===== src/rtl/bias_acc_pkg.sv =====
// Shared widths, FSM state encoding and saturation-bound helpers for the bias/accumulate stage.
package bias_acc_pkg;

  localparam int DATA_W_DEF = 18;
  localparam int ACC_W_DEF  = 24;

  typedef enum logic [1:0] {
    IDLE  = 2'd0,
    ACCUM = 2'd1,
    HOLD  = 2'd2
  } state_t;

  // Signed range bounds for a w-bit two's-complement value.
  function automatic longint sat_max(input int w);
    return (longint'(1) <<< (w - 1)) - 1;
  endfunction

  function automatic longint sat_min(input int w);
    return -(longint'(1) <<< (w - 1));
  endfunction

endpackage


===== src/rtl/bias_acc_lane.sv =====
// One output-channel lane: saturating accumulate, bias add, saturate to DATA_W.
// Optional ReLU on the final result when BIAS_ACC_RELU_EN is defined.
module bias_acc_lane
  import bias_acc_pkg::*;
#(
  parameter int DATA_W = DATA_W_DEF,
  parameter int ACC_W  = ACC_W_DEF
) (
  input  logic                     clk,
  input  logic                     rst,
  input  logic                     accept,
  input  logic                     first,
  input  logic                     last,
  input  logic signed [DATA_W-1:0] in_data,
  input  logic signed [DATA_W-1:0] bias,
  output logic signed [DATA_W-1:0] out_data,
  output logic                     clip
);

  localparam logic signed [ACC_W:0] ACC_HI  = (ACC_W+1)'(sat_max(ACC_W));
  localparam logic signed [ACC_W:0] ACC_LO  = (ACC_W+1)'(sat_min(ACC_W));
  localparam logic signed [ACC_W:0] DATA_HI = (ACC_W+1)'(sat_max(DATA_W));
  localparam logic signed [ACC_W:0] DATA_LO = (ACC_W+1)'(sat_min(DATA_W));

  function automatic logic signed [ACC_W-1:0] sat_acc(input logic signed [ACC_W:0] v);
    if (v > ACC_HI)      return ACC_HI[ACC_W-1:0];
    else if (v < ACC_LO) return ACC_LO[ACC_W-1:0];
    else                 return v[ACC_W-1:0];
  endfunction

  function automatic logic signed [DATA_W-1:0] sat_data(input logic signed [ACC_W:0] v);
    if (v > DATA_HI)      return DATA_HI[DATA_W-1:0];
    else if (v < DATA_LO) return DATA_LO[DATA_W-1:0];
    else                  return v[DATA_W-1:0];
  endfunction

  logic signed [ACC_W-1:0]  acc_p0;
  logic signed [DATA_W-1:0] res_p1;
  logic signed [ACC_W:0]    acc_x, in_x, bias_x, sum, r;
  logic signed [ACC_W-1:0]  acc_next;
  logic signed [DATA_W-1:0] res;
  logic                     acc_clip, res_clip;

  always_comb begin
    acc_x    = first ? '0 : {acc_p0[ACC_W-1], acc_p0};
    in_x     = {{(ACC_W+1-DATA_W){in_data[DATA_W-1]}}, in_data};
    bias_x   = {{(ACC_W+1-DATA_W){bias[DATA_W-1]}}, bias};
    sum      = acc_x + in_x;
    acc_clip = (sum > ACC_HI) || (sum < ACC_LO);
    acc_next = sat_acc(sum);
    r        = {acc_next[ACC_W-1], acc_next} + bias_x;
    res_clip = (r > DATA_HI) || (r < DATA_LO);
    res      = sat_data(r);
`ifdef BIAS_ACC_RELU_EN
    if (res[DATA_W-1]) res = '0;
`endif
    clip     = acc_clip || (last && res_clip);
  end

  // p0: accumulator; p1: biased, saturated result held for the output
  always_ff @(posedge clk) begin
    if (rst) begin
      acc_p0 <= '0;
      res_p1 <= '0;
    end else if (accept) begin
      acc_p0 <= acc_next;
      if (last) res_p1 <= res;
    end
  end

  assign out_data = res_p1;

endmodule


===== src/rtl/bias_acc_stage.sv =====
// Per-pixel partial-sum accumulator with bias add and saturation across N lanes.
// Define BIAS_ACC_RELU_EN to clamp negative results to zero.
module bias_acc_stage
  import bias_acc_pkg::*;
#(
  parameter int N_adder_tree = 16,
  parameter int DATA_W       = DATA_W_DEF,
  parameter int ACC_W        = ACC_W_DEF
) (
  input  logic                             clk,
  input  logic                             rst,
  input  logic                             in_valid,
  output logic                             in_ready,
  input  logic [N_adder_tree*DATA_W-1:0]   in_data,
  input  logic                             in_last,
  input  logic [N_adder_tree*DATA_W-1:0]   bias,
  output logic                             out_valid,
  input  logic                             out_ready,
  output logic [N_adder_tree*DATA_W-1:0]   out_data,
  output logic                             sat_flag
);

  state_t                  state, state_nxt;
  logic                    accept, first;
  logic [N_adder_tree-1:0] clip;
  logic                    sat_p1;

  always_comb begin
    state_nxt = state;
    in_ready  = 1'b1;
    out_valid = 1'b0;
    case (state)
      IDLE, ACCUM: begin
        if (in_valid) state_nxt = in_last ? HOLD : ACCUM;
      end
      HOLD: begin
        in_ready  = 1'b0;
        out_valid = 1'b1;
        if (out_ready) state_nxt = IDLE;
      end
      default: state_nxt = IDLE;
    endcase
  end

  assign accept = in_valid && in_ready;
  assign first  = (state == IDLE);

  always_ff @(posedge clk) begin
    if (rst) state <= IDLE;
    else     state <= state_nxt;
  end

  always_ff @(posedge clk) begin
    if (rst)                         sat_p1 <= 1'b0;
    else if (accept)                 sat_p1 <= (first ? 1'b0 : sat_p1) | (|clip);
    else if (out_valid && out_ready) sat_p1 <= 1'b0;
  end

  assign sat_flag = sat_p1;

  for (genvar k = 0; k < N_adder_tree; k++) begin : g_lane
    bias_acc_lane #(
      .DATA_W (DATA_W),
      .ACC_W  (ACC_W)
    ) u_lane (
      .clk      (clk),
      .rst      (rst),
      .accept   (accept),
      .first    (first),
      .last     (in_last),
      .in_data  (in_data[DATA_W*k +: DATA_W]),
      .bias     (bias[DATA_W*k +: DATA_W]),
      .out_data (out_data[DATA_W*k +: DATA_W]),
      .clip     (clip[k])
    );
  end

endmodule


===== config.mk =====
export PLATFORM = sky130hd
export DESIGN_NAME = bias_acc_stage
export DESIGN_NICKNAME = d
export VERILOG_FILES = /design/src/rtl/bias_acc_pkg.sv /design/src/rtl/bias_acc_lane.sv /design/src/rtl/bias_acc_stage.sv
export SDC_FILE = /design/constraint.sdc
export NUM_CORES = 2
export LEC_CHECK = 0
export BUFFER_PORTS_ARGS = -buffer_cell sky130_fd_sc_hd__buf_2
export CAP_MARGIN = 20
export CORE_MARGIN = 3
export CORE_UTILIZATION = 46
export CTS_CLUSTER_DIAMETER = 40
export DETAILED_ROUTE_END_ITERATION = 8
export GPL_TIMING_DRIVEN = 1
export PLACE_DENSITY = 0.65
export SLEW_MARGIN = 15
export SYNTH_ARGS = -nofsm -noshare
export SYNTH_HDL_FRONTEND = slang
export SYNTH_SLANG_ARGS = --single-unit

===== constraint.sdc =====
create_clock -name clk -period 7.3 [get_ports clk]
set_input_delay 1.46 -clock clk [delete_from_list [all_inputs] [get_ports clk]]
set_output_delay 1.46 -clock clk [all_outputs]
set_load 0.02 [all_outputs]

# --- After elaboration in Yosys (flattened, before gate mapping) ---
# Cells that the tools add are included.
classes:
  addsub: 32
  order_cmp: 64
  n_eq_ne: 4
  muxes: 89
  bitwise: 1
  n_reduce_logical: 72
ops:
  columns: ["op", "count"]
  rows:
  - ["$mux 24", 32]
  - ["$mux 18", 32]
  - ["$add 24x18->25", 16]
  - ["$add 25x18->25", 16]
  - ["$gt 25x18->1 const B", 16]
  - ["$gt 25x24->1 const B", 16]
  - ["$lt 25x18->1 const B", 16]
  - ["$lt 25x24->1 const B", 16]
  - ["$mux 25", 16]
  - ["$logic_or 1x1->1", 48]
  - ["$logic_and 1x1->1", 18]
  - ["$reduce_or 16->1", 1]
  - ["$mux 2", 3]
  - ["$mux 1", 5]
  - ["$ne 2x2->1 const B", 2]
  - ["$pmux 2 s2", 1]
  - ["$reduce_and 2->1", 2]
  - ["$eq 2x1->1 const B", 1]
  - ["$eq 2x2->1 const B", 1]
  - ["$logic_not 2->1", 1]
  - ["$reduce_bool 2->1", 1]
  - ["$reduce_or 2->1", 1]
  - ["$or 1x1->1", 1]
word_totals:
  register_bits: 675
  wordCells: 296

# --- Depth between registers and ports, before layout ---
depth:
  word_depth: 14
  ltp_mapped: 34
  ltp_nobuf: 29

# --- Modules after synthesis ---
# From an unflattened synthesis, not the netlist that was laid out.
hier_totals:
  hier_cells: 9766
  area_unflattened_um2: 74650.3
modules_own_cells:
  columns: ["mod", "n_inst", "cells_each", "area_each_um2", "seq_area_each_um2"]
  rows:
  - ["bias_acc_lane at g_lane[10].u_lane ...", 10, 616, 4690.7, 840.8]
  - ["bias_acc_lane at g_lane[0].u_lane ...", 2, 600, 4650.7, 840.8]
  - ["bias_acc_lane at g_lane[7].u_lane", 1, 608, 4649.5, 840.8]
  - ["bias_acc_lane at g_lane[15].u_lane", 1, 578, 4560.6, 840.8]
  - ["bias_acc_lane at g_lane[9].u_lane", 1, 598, 4546.9, 840.8]
  - ["bias_acc_lane at g_lane[8].u_lane", 1, 600, 4500.6, 840.8]
  - ["bias_acc_stage", 1, 22, 183.9, 60.1]

# --- Worst setup path before layout ---
# No wires, ideal clock.
synth_timing:
  path_type: "in2reg"
  startpoint: "input port in_data[72]"
  endpoint: "register g_lane[4].u_lane.res_p1[10]"
  setup_ps: 70
  t_arrival_ps: 7685
  path_slack_ps: -455
  path_stages: 28
  path_buffers: 3
  cell_sequence: "ha_1 -> inv_1 -> fa_1 -> nor2b_1 -> o31ai_1 -> a2111oi_1 -> a21oi_1 -> a21oi_1 -> a211o_1 -> a311oi_1 -> nor2b_1 -> mux2_2 -> buf_2 -> a21o_1 -> fa_1 -> a211oi_1 -> nor2_1 -> o21ai_0 -> a21oi_1 -> o41ai_1 -> mux2i_1 -> o21ai_0 -> or4_1 -> nand2b_1 -> clkbuf_1 -> clkbuf_1 -> nand2_1 -> a21oi_1"
synth_between:
  elab_chain_len: 8
  word_cells_on_any_way: 10
  classes_between: "add/sub (2); order compare (4); mux (4)"
synth_lines:
  columns: ["item", "line_no", "rtl"]
  rows:
  - ["from (decl)", "bias_acc_stage.sv:14", "input logic [N_adder_tree*DATA_W-1:0] in_data,"]
  - ["$add 25x18->25 *", "bias_acc_lane.sv:48", "sum = acc_x + in_x;"]
  - ["$lt 25x24->1", "bias_acc_lane.sv:27", "else if (v < ACC_LO) return ACC_LO[ACC_W-1:0];"]
  - ["$mux 24", "bias_acc_lane.sv:27", null]
  - ["$mux 24 *", "bias_acc_lane.sv:26", "if (v > ACC_HI) return ACC_HI[ACC_W-1:0];"]
  - ["via g_lane[4].u_lane.acc_next[1]", "bias_acc_lane.sv:40", "logic signed [ACC_W-1:0] acc_next;"]
  - ["$add 24x18->25 *", "bias_acc_lane.sv:51", "r = {acc_next[ACC_W-1], acc_next} + bias_x;"]
  - ["$lt 25x18->1", "bias_acc_lane.sv:33", "else if (v < DATA_LO) return DATA_LO[DATA_W-1:0];"]
  - ["$mux 18", "bias_acc_lane.sv:33", null]
  - ["$mux 18 *", "bias_acc_lane.sv:32", "if (v > DATA_HI) return DATA_HI[DATA_W-1:0];"]
  - ["to (signal assigned)", "bias_acc_lane.sv:67", "if (last) res_p1 <= res;"]
  - ["to (decl)", "bias_acc_lane.sv:38", "logic signed [DATA_W-1:0] res_p1;"]
# Mark *: on every way through the listed nets, which the timed path passes. The rest lies on a longest branch.
# A chain may end at the register's enable or synchronous reset.

# --- Final worst setup path ---
layout_timing:
  startpoint: "register state[1]"
  endpoint: "register sat_p1 (netlist: sat_flag)"
layout_between:
  elab_chain_len: 14
  word_cells_on_any_way: 219
  classes_between: "add/sub (32); order compare (64); eq/ne (1); mux (52); bitwise (1); reduce/logical (69)"
layout_lines:
  columns: ["item", "line_no", "rtl"]
  rows:
  - ["from (decl)", "bias_acc_stage.sv:23", "state_t state, state_nxt;"]
  - ["from (signal assigned)", "bias_acc_stage.sv:50", "else state <= state_nxt;"]
  - ["$logic_not 2->1 *", "bias_acc_stage.sv:46", "assign first = (state == IDLE);"]
  - ["$mux 25 *", "bias_acc_lane.sv:45", "acc_x = first ? '0 : {acc_p0[ACC_W-1], acc_p0};"]
  - ["$add 25x18->25 *", "bias_acc_lane.sv:48", null]
  - ["$lt 25x24->1", "bias_acc_lane.sv:27", null]
  - ["$mux 24", "bias_acc_lane.sv:27", null]
  - ["$mux 24 *", "bias_acc_lane.sv:26", null]
  - ["via g_lane[11].u_lane.acc_next[19]", "bias_acc_lane.sv:40", null]
  - ["$add 24x18->25 *", "bias_acc_lane.sv:51", null]
  - ["$gt 25x18->1 or $lt 25x18->1 (tied branches)", "bias_acc_lane.sv:52", "res_clip = (r > DATA_HI) || (r < DATA_LO);"]
  - ["$logic_or 1x1->1 *", "bias_acc_lane.sv:52", null]
  - ["$logic_and 1x1->1 *", "bias_acc_lane.sv:57", "clip = acc_clip || (last && res_clip);"]
  - ["$logic_or 1x1->1 *", "bias_acc_lane.sv:57", null]
  - ["$reduce_or 16->1 *", "bias_acc_stage.sv:55", "else if (accept) sat_p1 <= (first ? 1'b0 : sat_p1) | (|clip);"]
  - ["$or 1x1->1 *", "bias_acc_stage.sv:55", null]
  - ["$mux 1 *", "bias_acc_stage.sv:55", null]
  - ["to (signal assigned)", "bias_acc_stage.sv:55", null]
  - ["to (decl)", "bias_acc_stage.sv:26", "logic sat_p1;"]
# Marks and branches as above.

==> results.txt <==
First-pass GRT wire length: 411000 um
Synth Net Count: 10.5k
Hold Path Class: flop to flop
Worst-Skew Late Latency: 790 ps
TritonCTS clock tree: yes
Placer Congestion: 0.998
Unique masters post-synth: 96
Compound-gate portion of the synthesized area: 0.289
Total Routing Usage GR: 0.347
Hold Path Stages: 2
Peak supply drop: 0.000235 V
Initial core utilization: 0.466
Number of enable flip-flop cells after synthesis: 0
Dpl ws: -939 ps
Crit path capture type: flop
Tightest Pin Transition: 1210 ps
Synth Area in XOR/XNOR: 0.0814
Cts hold-fix bufs: 0
Crit path time final: 7270 ps
Multi-input gate area: 0.0526 mm^2
Syn avg cell area: 7.31 um^2
#FFs+latches synth: 675
Synth Area in Adders: 0.159
Dpl hpwl: 211000 um
Syn Inst Count: 9075
Iter 0 DRT Violations: 5079
Final Hold Vio Count: 0
Mux share of post-synthesis cell area: 0.00581
Final worst setup slack: 33.6 ps
Yosys top cell area share: 0.204
Number of fill cells: 12.5k
Die Y: 386 um
Die Wd: 386 um
CTS buffer count: 157
Largest net degree at the start of global routing: 188
Vias in the first global route: 75.5k
Pwr/cell area: 254 mW/mm^2
Req. time, crit path: 7900 ps
RSZ-0062 raised after global routing: yes
Slew headroom: 0.195
Synth warnings: 0
Avg WL per Cell: 20.1 um
Share of cells above drive strength 1: 0.295
Total design power: 23.9 mW
Ranking of synthesized cells by area: dfxtp_1 20%, ha_1 14%, a21oi_1 8.7%
Max incr delay on CP: 540 ps
Max Cap Viol: 0
Routed vias: 77.4k
Max-slew violations: 0
Worst hold slack: 446 ps
Critical path type: flop to flop
Number of H-tree levels: 4
Cell area after synthesis: 0.0663 mm^2
Post-route ant nets: 0
Post-synth top flop: dfxtp_1
Yosys top cell by area: dfxtp_1
Num rows: 138
CTS Buffer Depth: 3
Sequential share of the synthesized area: 0.204
DP Area: 0.0851 mm^2
Max Clk Rate: 138 MHz
Remaining Overflow, GRT: 0
FF/Latch Area: 0.0135 mm^2
Nets: 12.9k
Initial antenna violation count: 119
CP arrival: 7860 ps
P_leak: 46.5 nW
Final setup viols: 0
Final period util: 0.995
Slowest stage cell, crit path: or4_1
Post-synth top cells: 1159 x a21oi_1, 1124 x nand2_1, 819 x nor2_1
Layout Utilization: 0.660
Crit-path most repeated cell: a21o_1
Crit start category: flop
Root Driver: clkbuf_16
I/O Pins: 872
Die Area: 0.149 mm^2
Vias per cell: 5.67
Port Buffer Count: 871
Clk_skew: 44.4 ps
Post-synthesis simple-gate area fraction: 0.224
Post-route DRC: 0
Finished Cell Area: 0.0940 mm^2
Core area: 0.142 mm^2
Clock sink count: 675
Async SR Flop Fraction: 0
Count leader, synth: a21oi_1
Status: finished clean
Crit-path max FO: 6
Initial DRT Pass Iterations: 5
CTS clock-pin slew for the worst setup and hold paths: 50 ps
Detailed Route WL: 274000 um
Area Overhead vs Synth: 41.7%
Largest family of logic cells by synthesized area: compound AO/OA/AOI/OAI gates
R2R cell count: 31
==> layout make-up <==
cell class | instances | area share
Sequential cell | 675 | 0.144
Clock buffer | 185 | 0.0451
Multi-Input combinational cell | 7765 | 0.559
Inverter | 236 | 0.00950
Tap cell | 1890 | 0.0252
Antenna cell | 79 | 0.00210
Timing Repair Buffer | 2716 | 0.201
Clock inverter | 104 | 0.0143
==> worst paths after layout <==
| check | startpoint | to | slack, ps |
|---|---|---|---|
| min reg2reg | g_lane[5].u_lane.acc_p0[21]$_SDFFE_PP0P_ | g_lane[5].u_lane.acc_p0[21]$_SDFFE_PP0P_ | 450 |
| min | g_lane[5].u_lane.acc_p0[21]$_SDFFE_PP0P_ | g_lane[5].u_lane.acc_p0[21]$_SDFFE_PP0P_ | 450 |
| max | state[1]$_SDFFE_PP0P_ | sat_flag$_SDFFE_PP0P_ | 30 |
| max reg2reg | state[1]$_SDFFE_PP0P_ | sat_flag$_SDFFE_PP0P_ | 30 |
==> cell families (layout without fill, tap and decap cells) <==
kind of cell / after synthesis / count (layout)
simple gates: 3194 / 3194
compound gates: 3086 / 3086
fa+ha+maj: 832 / 832
flops: 675 / 675
buf+inv: 635 / 3241
xor+xnor: 616 / 616
mux: 37 / 37
other cells: 0 / 79
==> worst max-delay path: cells and delay by family, from the launching register on <==
kind,cells,cell delay [ps]
flip-flops,1,320
AND/OR/NAND/NOR,13,3170
buffers and inverters,5,830
AO/OA/AOI/OAI,9,1790
XOR/XNOR,2,330
adder cells (fa/ha/maj),2,590
==> per-stage QoR <==
step	TNS, ps	std cells
final	0	13700
after global routing	-1710	13600
after CTS	0	13500
after detailed placement	-40030	13200
after global placement	-29040	13200
after floorplan	0	9075
==> cell usage in the layout, fill, tap and decap left out, types with 28 or more instances in the layout <==
| cell | n |
|---|---|
| maj3_1 | 32 |
| buf_4 | 1788 |
| o21ai_0 | 560 |
| dfxtp_1 | 674 |
| a21oi_2 | 63 |
| nor2_1 | 810 |
| ha_1 | 733 |
| nand4_1 | 63 |
| diode_2 | 79 |
| o21ai_1 | 60 |
| inv_1 | 232 |
| and2_1 | 400 |
| o21a_1 | 94 |
| nand2_1 | 1110 |
| a31o_2 | 28 |
| nand3_1 | 151 |
| or2_2 | 29 |
| nand2b_1 | 110 |
| a311oi_1 | 35 |
| xor2_1 | 211 |
| a31oi_1 | 70 |
| o21bai_1 | 90 |
| xnor2_1 | 396 |
| nor2b_1 | 72 |
| a211o_1 | 31 |
| a211oi_1 | 62 |
| clkbuf_16 | 165 |
| a21oi_1 | 1090 |
| and3_1 | 72 |
| nor3_1 | 175 |
| a211oi_2 | 30 |
| o211ai_1 | 97 |
| clkinvlp_4 | 32 |
| buf_12 | 30 |
| buf_2 | 870 |
| or3_1 | 33 |
| a21o_1 | 390 |
==> routing by layer <==
| layer | track usage | part of all wire | vias up |
|---|---|---|---|
| li1 | - | - | 37800 |
| met1 | 0.411 | 0.41 | 36300 |
| met2 | 0.578 | 0.46 | 2517 |
| met3 | 0.0877 | 0.078 | 692 |
| met4 | 0.179 | 0.052 | 50 |
| met5 | 0 | 0.0012 | - |
==> where the power goes <==
group / total, mW / switching [mW] / internal [mW] / leakage, nW
combinational: 12.1 / 6.47 / 5.66 / 38.3
sequential: 4.28 / 0.202 / 4.08 / 5.58
clock: 7.49 / 2.59 / 4.91 / 2.63
total: 23.9 / 9.26 / 14.6 / 46.5
==> repair_timing <==
action,in CTS,in global routing
setup endpoints to repair,34,179
buffers inserted,44,51
pin swaps,49,136
gates resized for setup,140,324
gates cloned,4,5
==> sequential cells by signal, summed over array words and instances, names as in the netlist <==
name	count
g_lane.u_lane.acc_p0	384
state	2
sat_flag	1
g_lane.u_lane.out_data	288
Note: power is estimated with default switching activity, not from simulation.
